File: config.mk
export PLATFORM = sky130hd
export DESIGN_NAME = network_dispatch
export DESIGN_NICKNAME = d
export VERILOG_FILES = /design/src/rtl/network_pkg.sv /design/src/rtl/result_fifo.sv /design/src/rtl/network_dispatch.sv
export SDC_FILE = /design/constraint.sdc
export NUM_CORES = 1
export LEC_CHECK = 0
export BUFFER_PORTS_ARGS = -buffer_cell sky130_fd_sc_hd__buf_2
export CAP_MARGIN = 20
export CORE_AREA = 2 2 221 223
export CTS_CLUSTER_DIAMETER = 150
export DETAILED_ROUTE_END_ITERATION = 7
export DIE_AREA = 0 0 223 225
export PLACE_DENSITY = 0.71
export SYNTH_ARGS = -nofsm -noshare
export SYNTH_HDL_FRONTEND = slang
export SYNTH_HIERARCHICAL = 1
export SYNTH_SLANG_ARGS = --single-unit
File: constraint.sdc
create_clock -name clock -period 4.9 [get_ports clock]
set_clock_uncertainty 0.15 [all_clocks]
set_input_delay 1.47 -clock clock [delete_from_list [all_inputs] [get_ports clock]]
set_output_delay 1.47 -clock clock [all_outputs]
set_load 0.01 [all_outputs]
File: src/rtl/network_pkg.sv
// rtl/network_pkg.sv - shared state/error types and defaults for the layer dispatcher
package network_pkg;

  localparam int DEFAULT_DATA_WIDTH = 32;

  typedef enum logic [2:0] {
    ST_IDLE  = 3'd0,
    ST_LOAD  = 3'd1,
    ST_RUN   = 3'd2,
    ST_DRAIN = 3'd3,
    ST_DONE  = 3'd4
  } dispatch_state_t;

  typedef enum logic [1:0] {
    ERR_NONE      = 2'd0,
    ERR_BAD_LAYER = 2'd1,
    ERR_TIMEOUT   = 2'd2,
    ERR_OVERFLOW  = 2'd3
  } err_code_t;

endpackage

File: src/rtl/result_fifo.sv
// rtl/result_fifo.sv - first-word fall-through result FIFO with overflow pulse
//
// Ports:
//   clock, reset      : clock, asynchronous active-low reset
//   push, push_data   : write request and word (dropped when full without a pop)
//   pop               : read request, ignored when empty
//   head              : current head word (valid while !empty)
//   full, empty, count: occupancy status
//   overflow          : combinational pulse on a dropped push
module result_fifo
  import network_pkg::*;
#(
  parameter int DATA_WIDTH = DEFAULT_DATA_WIDTH,
  parameter int FIFO_DEPTH = 16
) (
  input  logic                          clock,
  input  logic                          reset,
  input  logic                          push,
  input  logic [DATA_WIDTH-1:0]         push_data,
  input  logic                          pop,
  output logic [DATA_WIDTH-1:0]         head,
  output logic                          full,
  output logic                          empty,
  output logic [$clog2(FIFO_DEPTH):0]   count,
  output logic                          overflow
);

  localparam int AW = $clog2(FIFO_DEPTH);

  logic [DATA_WIDTH-1:0] mem [FIFO_DEPTH];
  logic [AW-1:0]         wr_ptr;
  logic [AW-1:0]         rd_ptr;
  logic                  do_push;
  logic                  do_pop;

  assign empty    = (count == '0);
  assign full     = (count == (AW+1)'(FIFO_DEPTH));
  assign do_pop   = pop && !empty;
  // A pop in the same cycle frees the slot, so a push into a full FIFO is legal then.
  assign do_push  = push && (!full || do_pop);
  assign overflow = push && full && !do_pop;
  assign head     = mem[rd_ptr];

  always_ff @(posedge clock or negedge reset) begin
    if (!reset) begin
      wr_ptr <= '0;
      rd_ptr <= '0;
      count  <= '0;
    end else begin
      if (do_push) wr_ptr <= wr_ptr + 1'b1;
      if (do_pop)  rd_ptr <= rd_ptr + 1'b1;
      case ({do_push, do_pop})
        2'b10:   count <= count + 1'b1;
        2'b01:   count <= count - 1'b1;
        default: count <= count;
      endcase
    end
  end

  always_ff @(posedge clock) begin
    if (do_push) mem[wr_ptr] <= push_data;
  end

endmodule

File: src/rtl/network_dispatch.sv
// rtl/network_dispatch.sv - dispatches a layer command and DDR3 stream to one of several engines
//
// Ports:
//   clock, reset                     : clock, asynchronous active-low reset
//   Layer, Start                     : engine select and command strobe
//   DDR3_Input, DDR3_operands/weights/biases, DDR3_ready : upstream word stream
//   eng_data, eng_*_valid, eng_start : routed stream and start pulse to engines
//   eng_result, eng_result_valid, eng_done : engine return path
//   Result, Result_Valid, Result_Ready, Fifo_Count : buffered results
//   Computing, Done, Error, Error_Code : status
module network_dispatch
  import network_pkg::*;
#(
  parameter int DATA_WIDTH     = DEFAULT_DATA_WIDTH,
  parameter int NUM_ENGINES    = 3,
  parameter int SEL_WIDTH      = $clog2(NUM_ENGINES),
  parameter int FIFO_DEPTH     = 16,
  parameter int TIMEOUT_CYCLES = 65535
) (
  input  logic                                  clock,
  input  logic                                  reset,
  input  logic [SEL_WIDTH-1:0]                  Layer,
  input  logic                                  Start,
  input  logic [DATA_WIDTH-1:0]                 DDR3_Input,
  input  logic                                  DDR3_operands,
  input  logic                                  DDR3_weights,
  input  logic                                  DDR3_biases,
  output logic                                  DDR3_ready,
  output logic [DATA_WIDTH-1:0]                 eng_data,
  output logic [NUM_ENGINES-1:0]                eng_operands_valid,
  output logic [NUM_ENGINES-1:0]                eng_weights_valid,
  output logic [NUM_ENGINES-1:0]                eng_biases_valid,
  output logic [NUM_ENGINES-1:0]                eng_start,
  input  logic [NUM_ENGINES-1:0][DATA_WIDTH-1:0] eng_result,
  input  logic [NUM_ENGINES-1:0]                eng_result_valid,
  input  logic [NUM_ENGINES-1:0]                eng_done,
  output logic [DATA_WIDTH-1:0]                 Result,
  output logic                                  Result_Valid,
  input  logic                                  Result_Ready,
  output logic                                  Computing,
  output logic                                  Done,
  output logic                                  Error,
  output logic [1:0]                            Error_Code,
  output logic [$clog2(FIFO_DEPTH):0]           Fifo_Count
);

  localparam int CW = $clog2(FIFO_DEPTH) + 1;
  localparam int TW = $clog2(TIMEOUT_CYCLES + 1);
  localparam logic [SEL_WIDTH:0] NUM_ENG_W = (SEL_WIDTH+1)'(NUM_ENGINES);
  localparam logic [CW-1:0]      READY_LIM = CW'(FIFO_DEPTH - 2);
  localparam logic [TW-1:0]      TO_LAST   = TW'(TIMEOUT_CYCLES - 1);

  dispatch_state_t        state, next_state;
  err_code_t              error_code_r;
  logic                   error_r;
  logic [SEL_WIDTH-1:0]   sel;
  logic [NUM_ENGINES-1:0] sel_onehot;
  logic [TW-1:0]          idle_cnt;
  logic                   fwd_op, fwd_wt, fwd_bs;
  logic [DATA_WIDTH-1:0]  fwd_data;

  logic                   layer_ok, start_ok, start_bad;
  logic                   run_ready, accept, res_valid_sel, done_sel;
  logic                   collecting, push, activity, timeout_hit;
  logic [DATA_WIDTH-1:0]  fifo_head;
  logic                   fifo_full_unused, fifo_empty, fifo_overflow;
  logic [CW-1:0]          fifo_count;

  assign sel_onehot    = NUM_ENGINES'(1) << sel;
  assign layer_ok      = ({1'b0, Layer} < NUM_ENG_W);
  assign start_ok      = Start && (state == ST_IDLE) && layer_ok;
  assign start_bad     = Start && (state == ST_IDLE) && !layer_ok;
  // Two entries of headroom cover results already in flight when the stream stalls.
  assign run_ready     = (state == ST_RUN) && (fifo_count < READY_LIM);
  assign accept        = run_ready && (DDR3_operands || DDR3_weights || DDR3_biases);
  assign res_valid_sel = eng_result_valid[sel];
  assign done_sel      = eng_done[sel];
  assign collecting    = (state == ST_RUN) || (state == ST_DRAIN);
  assign push          = collecting && res_valid_sel;
  assign activity      = accept || res_valid_sel;
  assign timeout_hit   = (state == ST_RUN) && !activity && (idle_cnt == TO_LAST);

  result_fifo #(
    .DATA_WIDTH (DATA_WIDTH),
    .FIFO_DEPTH (FIFO_DEPTH)
  ) u_fifo (
    .clock     (clock),
    .reset     (reset),
    .push      (push),
    .push_data (eng_result[sel]),
    .pop       (Result_Ready),
    .head      (fifo_head),
    .full      (fifo_full_unused),
    .empty     (fifo_empty),
    .count     (fifo_count),
    .overflow  (fifo_overflow)
  );

  // State register
  always_ff @(posedge clock or negedge reset) begin
    if (!reset) state <= ST_IDLE;
    else        state <= next_state;
  end

  // Next-state logic
  always_comb begin
    next_state = state;
    case (state)
      ST_IDLE:  if (start_ok) next_state = ST_LOAD;
      ST_LOAD:  next_state = ST_RUN;
      ST_RUN: begin
        if (done_sel)         next_state = ST_DRAIN;
        else if (timeout_hit) next_state = ST_IDLE;
      end
      // A push landing this cycle means the FIFO is not really empty yet.
      ST_DRAIN: if (fifo_empty && !push) next_state = ST_DONE;
      ST_DONE:  next_state = ST_IDLE;
      default:  next_state = ST_IDLE;
    endcase
  end

  // Output logic
  always_comb begin
    DDR3_ready         = run_ready;
    Computing          = (state == ST_LOAD) || (state == ST_RUN) || (state == ST_DRAIN);
    Done               = (state == ST_DONE);
    eng_start          = (state == ST_LOAD) ? sel_onehot : '0;
    eng_operands_valid = fwd_op ? sel_onehot : '0;
    eng_weights_valid  = fwd_wt ? sel_onehot : '0;
    eng_biases_valid   = fwd_bs ? sel_onehot : '0;
  end

  // Selection, forwarding register and idle counter
  always_ff @(posedge clock or negedge reset) begin
    if (!reset) begin
      sel      <= '0;
      idle_cnt <= '0;
      fwd_op   <= 1'b0;
      fwd_wt   <= 1'b0;
      fwd_bs   <= 1'b0;
      fwd_data <= '0;
    end else begin
      if (start_ok) sel <= Layer;
      if ((state != ST_RUN) || activity) idle_cnt <= '0;
      else                               idle_cnt <= idle_cnt + 1'b1;
      fwd_op <= run_ready && DDR3_operands;
      fwd_wt <= run_ready && DDR3_weights;
      fwd_bs <= run_ready && DDR3_biases;
      if (accept) fwd_data <= DDR3_Input;
    end
  end

  // Error pulse and sticky code
  always_ff @(posedge clock or negedge reset) begin
    if (!reset) begin
      error_r      <= 1'b0;
      error_code_r <= ERR_NONE;
    end else begin
      error_r <= 1'b0;
      if (start_ok) error_code_r <= ERR_NONE;
      if (start_bad) begin
        error_r      <= 1'b1;
        error_code_r <= ERR_BAD_LAYER;
      end
      if (fifo_overflow) begin
        error_r      <= 1'b1;
        error_code_r <= ERR_OVERFLOW;
      end
      if (timeout_hit) begin
        error_r      <= 1'b1;
        error_code_r <= ERR_TIMEOUT;
      end
    end
  end

  assign eng_data     = fwd_data;
  assign Result       = fifo_empty ? '0 : fifo_head;
  assign Result_Valid = !fifo_empty;
  assign Error        = error_r;
  assign Error_Code   = error_code_r;
  assign Fifo_Count   = fifo_count;

endmodule

# [Word-level counts from Yosys, hierarchy flattened]
# Memory sizes are Yosys's and may differ from the RTL's.
# Index checks and enable logic that the tools add are counted.
[classes] mux=27 bitwise=0 mul=0 shifts=1 n_addsub=5 div=0 eq_ne=12 reduce_logical=35 order_cmp=3
[ops] op="$bmux W32 S2" count=1
[ops] op="$mux W32" count=2
[ops] op="$mux W3" count=8
[ops] op="$add A16 B1 Y16 const B" count=1
[ops] op="$eq A16 B16 Y1 const B" count=1
[ops] op="$logic_and A1 B1 Y1" count=16
[ops] op="$mux W16" count=1
[ops] op="$pmux W3 S4" count=1
[ops] op="$pmux W5 S2" count=1
[ops] op="$add A4 B1 Y4 const B" count=2
[ops] op="$logic_or A1 B1 Y1" count=8
[ops] op="$mux W2" count=4
[ops] op="$mux W1" count=7
[ops] op="$eq A3 B2 Y1 const B" count=2
[ops] op="$logic_not A1 Y1" count=6
[ops] op="$add A5 B1 Y5 const B" count=1
[ops] op="$eq A5 B5 Y1 const B" count=1
[ops] op="$logic_not A5 Y1" count=1
[ops] op="$lt A5 B4 Y1 const B" count=1
[ops] op="$sub A5 B1 Y5 const B" count=1
[ops] op="$bmux W1 S2" count=2
[ops] op="$reduce_bool A4 Y1" count=1
[ops] op="$eq A3 B1 Y1 const B" count=1
[ops] op="$eq A3 B3 Y1 const B" count=1
[ops] op="12 further kinds" count=12
[word_totals] in_bits=143 latchBits=0 elab_cells=96 mem_bits_rw=512 memories=1 out_inout_bits=88 reg_bits=72 romBits=0
[mem_list] name="u_fifo.mem" words=16 width=32 rd=1 rd_ports_with_merged_regs=0 write_ports=1 line_no="result_fifo.sv:30" source="logic [DATA_WIDTH-1:0] mem [FIFO_DEPTH];"

# [Longest topological paths before layout]
# Gate-level depths: netlist of run 1.
[depth] ltp_word=10 depth_mapped=12 ltp_nobuf=11

# [Cells and area by module]
# The synthesis of run 1 kept the hierarchy.
[by_module_without_submodules] module="result_fifo" instances=1 cells_each=824 area_per_inst_um2=20200.6
[by_module_without_submodules] module="network_dispatch" instances=1 cells_each=361 area_per_inst_um2=3520.9

# [Least setup slack after synthesis of run 1]
# OpenSTA, ideal clock, no wires.
[synth_timing] kind="in2reg" startpoint="input port eng_result_valid[2]" endpoint="memory u_fifo/mem[0][0] (netlist name), enable pin" t_arrival_ps=5180 path_stages=5 path_slack_ps=-931 setup_ps=502 path_cell_list="mux2i_1 -> a2bb2oi_2 -> nor2_1 -> nand2_1 -> nor4_1"
[synth_via] elab_chain_len=6
[synth_lines] item="from (decl)" line_no="network_dispatch.sv:35" source="input logic [NUM_ENGINES-1:0] eng_result_valid,"
[synth_lines] item="$bmux W1 S2" line_no="network_dispatch.sv:76" source="assign res_valid_sel = eng_result_valid[sel];"
[synth_lines] item="$mux W1 (implied by the code)" line_no="network_dispatch.sv:76"
[synth_lines] item="$logic_and A1 B1 Y1" line_no="network_dispatch.sv:79" source="assign push = collecting && res_valid_sel;"
[synth_lines] item="named net push" line_no="network_dispatch.sv:64" source="logic collecting, push, activity, timeout_hit;"
[synth_lines] item="$logic_and A1 B1 Y1" line_no="result_fifo.sv:40" source="assign do_push = push && (!full || do_pop);"
[synth_lines] item="$mux W1" line_no="result_fifo.sv:61" source="if (do_push) mem[wr_ptr] <= push_data;"
[synth_lines] item="$mux W1 (implied by the code)" line_no="result_fifo.sv:61"
[synth_lines] item="to (decl)" line_no="result_fifo.sv:30"
# The timed path passes the listed nets, and every way through them passes these cells. The select of a mux whose other input is x is not followed.

# [Worst setup path in the final report of run 1]
[layout_timing] startpoint="register u_fifo.rd_ptr[0]" endpoint="output port Result[29]"
[layout_via] elab_chain_len=2
[layout_lines] item="from (decl)" line_no="result_fifo.sv:32" source="logic [AW-1:0] rd_ptr;"
[layout_lines] item="from (signal assigned)" line_no="result_fifo.sv:51" source="if (do_pop) rd_ptr <= rd_ptr + 1'b1;"
[layout_lines] item="$mem_v2 Z16 W32"
[layout_lines] item="named net fifo_head[29]" line_no="network_dispatch.sv:65" source="logic [DATA_WIDTH-1:0] fifo_head;"
[layout_lines] item="$mux W32" line_no="network_dispatch.sv:177" source="assign Result = fifo_empty ? '0 : fifo_head;"
[layout_lines] item="to (decl)" line_no="network_dispatch.sv:37" source="output logic [DATA_WIDTH-1:0] Result,"
# The timed path passes the listed nets, and every way through them passes these cells.

==> results_dict.tcl, run 1 <==
set metrics [dict create \
    postCtsSetupBuffers 0 \
    vdd_ir_drop_max_mv 0.461 \
    crit_arrival_ns 2.94 \
    grt_antenna_before_repair 0 \
    wl_mm 52.2 \
    viasPerCell 5.76 \
    gr-usage-all-layers 0.214 \
    vias 12300 \
    report.power.total_mw 17.4 \
    clk_latency_ns 0.60 \
    status "finished clean" \
    crit_type "reg -> out" \
    final_common_cell "edfxtp_1" \
    synth_cells 1184 \
    clk_path_buf_depth 3 \
    io_buffers 230 \
    clk_pin_slew_ns 0.06 \
    cts_buffers 56 \
    drv_slew 0 \
    cts.sinks 584 \
    crit_path_end_kind "output port" \
    grt_max_degree 64 \
    dieArea_mm2 0.0502 \
    die_height_um 225 \
    antenna_cells 0 \
    setup_viol 0 \
    cap_violations 0 \
    synthesis.area_mm2 0.0237 \
    cp-start-kind "flop" \
    drive_gt1_frac 0.395 \
    coreArea_mm2 0.0475 \
    fin_setup_tns_ns 0 \
    ys_warn_count 6 \
    overflow 0 \
    post-route-util 0.585 \
    dr.pass1.iters 4 \
    row_count 80 \
    worstMarginPinSlew_ns 0.851 \
    ioPinCount 231 \
    grt_pass1_vias 12900 \
    cts_resized 0 \
    pre_cts_ws_ns 0.884 \
    antenna_left 0 \
    tritoncts "built" \
    setup_ws_ns 0.341 \
    grt_pass1_wl_mm 78.7 \
    hold_buffers 0 \
    syn_area_per_cell_um2 20.0 \
    final.min_clock_period_ns 4.56 \
    p_leak_nw 9.69 \
    slew-limit-headroom 0.431 \
    fin_crit_sh 0.930 \
    critPathMaxFanout 63 \
    whs_ns 0.346 \
    rsz0062_at_grt "no" \
    drc 0 \
    fill_cells 3437 \
    cts_root_buffer "clkbuf_16" \
    drt_iter0_drc 1157 \
    final_cell_mix "edfxtp_1, buf_2, mux4_2, dfrtp_1, clkbuf_16" \
    required_ns 3.28 \
    fmax_ghz 0.219 \
    syn_nets 1338 \
    start_util 0.499 \
    power_density_mw_per_mm2 624 \
    hold_path.class "reg -> reg" \
    place.gp.congestion 0.788 \
    hold_violations 0 \
    wire_per_inst_um 24.4 \
    dieWidth_um 223 \
    nNetsFinal 1629 \
    htree_levels 2 \
    dp_hpwl_mm 28.2 \
    syn_to_final_growth_pct 17.3 \
]
critical path, cell delays in order, from the launching register on:
cell	delay, ns
dfrtp_4	0.45
buf_12	0.40
mux4_2	0.58
mux4_2	0.54
nor2b_1	0.16
buf_2	0.14
final cells by class:
class / count / area (um2) / share of cell area
Multi-Input combinational cell: 520 / 6200 / 0.223
Inverter: 15 / 56.3 / 0.00202
Sequential cell: 584 / 17200 / 0.618
Timing Repair Buffer: 298 / 1880 / 0.0678
Clock inverter: 37 / 254 / 0.00913
Clock buffer: 66 / 1460 / 0.0525
Tap cell: 615 / 769 / 0.0277
flip-flops by register name (all words and copies together), names as in the netlist:
signal,count
u_fifo/mem,512
eng_data,32
idle_cnt,16
u_fifo/count,5
u_fifo/rd_ptr,4
u_fifo/wr_ptr,4
state,3
Error_Code,2
sel,2
Error,1
fwd_bs,1
fwd_op,1
fwd_wt,1
metal layers:
| metal | up-vias | GRT usage | wire length (um) |
|---|---|---|---|
| met5 | - | 0 | 0 |
| met4 | 0 | 0.0643 | 1180 |
| met3 | 75 | 0.0327 | 3490 |
| met2 | 464 | 0.370 | 26800 |
| met1 | 6409 | 0.283 | 20600 |
| li1 | 5359 | - | - |
report_power, final:
part / leakage (nW) / internal, mW / total [mW] / switching [mW]
Combinational: 3.32 / 2.83 / 6.06 / 3.24
Sequential: 5.53 / 6.81 / 7.26 / 0.445
Clock: 0.839 / 2.28 / 4.05 / 1.77
path summary, 6_finish.rpt:
path / from / end / depth (start not counted) / slack [ns]
min: eng_data[27] / eng_data[27] / 1 / 0.35
min in group asynchronous: reset / state[2] / 1 / 0.79
min reg2reg: eng_data[27] / eng_data[27] / 1 / 0.35
max: u_fifo/rd_ptr[0] / Result[29] / 5 / 0.34
max reg2reg: sel[1] / u_fifo/mem[11][10] / 8 / 1.43
max in group asynchronous: reset / eng_data[10] / 2 / 2.99
through the flow:
step	instance area [um2]	cells
after floorplan	23700	1184
after global placement	26100	2031
after detailed placement	26100	2032
after CTS	27800	2135
after global routing	27800	2135
final	27800	2135
Note: power is estimated with default switching activity, not from simulation.
==> inputs of run 2 (changes only) <==
- CORE_AREA: 2 2 221 223 -> 2 2 204 206
- DIE_AREA: 0 0 223 225 -> 0 0 206 208
- PLACE_DENSITY: 0.71 -> 0.79
- clock period: 4.9 -> 5.2 ns (I/O delays scaled with it)
==> run 2 against run 1 <==
Effect of this change:
- worst hold slack gained 0.0044 ns
- register-to-register slack gained 0.18 ns
- final cell count shrank 4.1%
- global-route usage grew 5.4 points
- via count grew 3.0%
==> results_dict.tcl, run 2 (synthesis gave the netlist of run 1 again) <==
set metrics [dict create \
    wire_per_inst_um 27.3 \
    worstPathCellList "buf_4 > mux4_2 > mux4_2 > nor2b_1 > buf_2" \
    multi_input_area_mm2 0.00620 \
    whs_ns 0.350 \
    cpMaxStageDelayCell "dfrtp_4" \
    final_area_mm2 0.0276 \
    start_util 0.585 \
    crit_path_end_kind "output port" \
    drc 0 \
    hold_buffers 0 \
    fin_setup_tns_ns 0 \
    htree_levels 2 \
    cts.sinks 584 \
    drive_gt1_frac 0.395 \
    io_buffers 230 \
    dp_hpwl_mm 29.5 \
    required_ns 3.49 \
    fmax_ghz 0.204 \
    ioPinCount 231 \
    vdd_ir_drop_max_mv 0.309 \
    fin_crit_sh 0.942 \
    clk_path_buf_depth 3 \
    drt_iter0_drc 1286 \
    coreArea_mm2 0.0406 \
    final_common_cell "edfxtp_1" \
    dp.cells 1949 \
    cts_resized 0 \
    final_cell_mix "edfxtp_1, buf_2, mux4_2, dfrtp_1, buf_4" \
    cts_root_buffer "clkbuf_16" \
    slew-limit-headroom 0.352 \
    postCtsSetupBuffers 0 \
    hold_path.class "reg -> reg" \
    cp_common_cell "mux4_2" \
    met2_length_mm 29.2 \
    report.power.total_mw 16.4 \
    grt_pass1_vias 13400 \
    row_count 74 \
    grt_antenna_before_repair 0 \
    antenna_left 0 \
    dr.pass1.iters 5 \
    nNetsFinal 1629 \
    p_leak_nw 9.66 \
    rsz0062_at_grt "no" \
    crit_arrival_ns 3.19 \
    fill_cells 2545 \
    die_height_um 208 \
    dpl-instance-area_mm2 0.0259 \
    drv_slew 0 \
    syn_to_final_growth_pct 16.3 \
    dr_wl_met3_mm 5.08 \
    status "finished clean" \
    setup_viol 0 \
    power_density_mw_per_mm2 596 \
    dieArea_mm2 0.0428 \
    dieWidth_um 206 \
    cp_num_buf_inv 2 \
    grt_pass1_wl_mm 83.2 \
    crit_type "reg -> out" \
    hold_violations 0 \
    top_layer_used "met4" \
    wl_met1_mm 20.1 \
    place.gp.congestion 0.844 \
    setup_ws_ns 0.301 \
    clk_latency_ns 0.61 \
    clk_pin_slew_ns 0.06 \
    crit_family "multiplexers" \
    cts_buffers 56 \
    viasPerCell 6.19 \
    critPathMaxStageDelay_ns 0.66 \
    antenna_cells 0 \
    vias 12700 \
    grt_max_degree 49 \
    critPathMaxFanout 22 \
    cap_violations 0 \
    seq_area_mm2 0.0172 \
    regMostFlops "u_fifo/mem" \
    final_cells 2048 \
    pre_cts_ws_ns 0.936 \
    overflow 0 \
    final.min_clock_period_ns 4.90 \
    worstMarginPinSlew_ns 0.972 \
    post-route-util 0.680 \
    wl_mm 55.9 \
    gr-usage-all-layers 0.267 \
    cp-start-kind "flop" \
    largest_register_ffs 512 \
    tritoncts "built" \
]
## run 2: cell count changes in the layout (fill, tap and decap cells not counted), sizes merged
cell      previous run  this run
clkinvlp             3         0
bufinv               3         1
inv                 17        16
clkinv              29        19
clkbuf              66        78
## run 2: final timing paths
check	from	to	slack [ns]	cells past startpoint
max in group asynchronous	reset	eng_data[13]	2.97	2
min in group asynchronous	reset	state[2]	0.96	1
worst min-delay path	eng_data[28]	eng_data[28]	0.35	1
worst max register to register	sel[1]	u_fifo/mem[12][19]	1.61	8
worst max-delay path	u_fifo/rd_ptr[0]	Result[29]	0.30	5
worst min register to register	eng_data[28]	eng_data[28]	0.35	1
## run 2: report_power, final
group / internal (mW) / switching (mW) / leakage, nW
combinational: 2.64 / 3.09 / 3.29
sequential: 6.42 / 0.485 / 5.53
clock: 2.12 / 1.67 / 0.835
total: 11.2 / 5.25 / 9.66
## run 2: per-layer routing
layer | global-route usage | up-vias
met3 | 0.0550 | 109
met5 | 0 | -
met4 | 0.0823 | 0
li1 | - | 5351
met2 | 0.457 | 722
met1 | 0.348 | 6499
## run 2: layout make-up
cell class                      instances  share of cell area
Clock inverter                         21             0.00576
Inverter                               15             0.00204
Clock buffer                           78              0.0560
Timing Repair Buffer                  298              0.0639
Tap cell                              532              0.0241
Sequential cell                       584               0.623
Multi-Input combinational cell        520               0.225
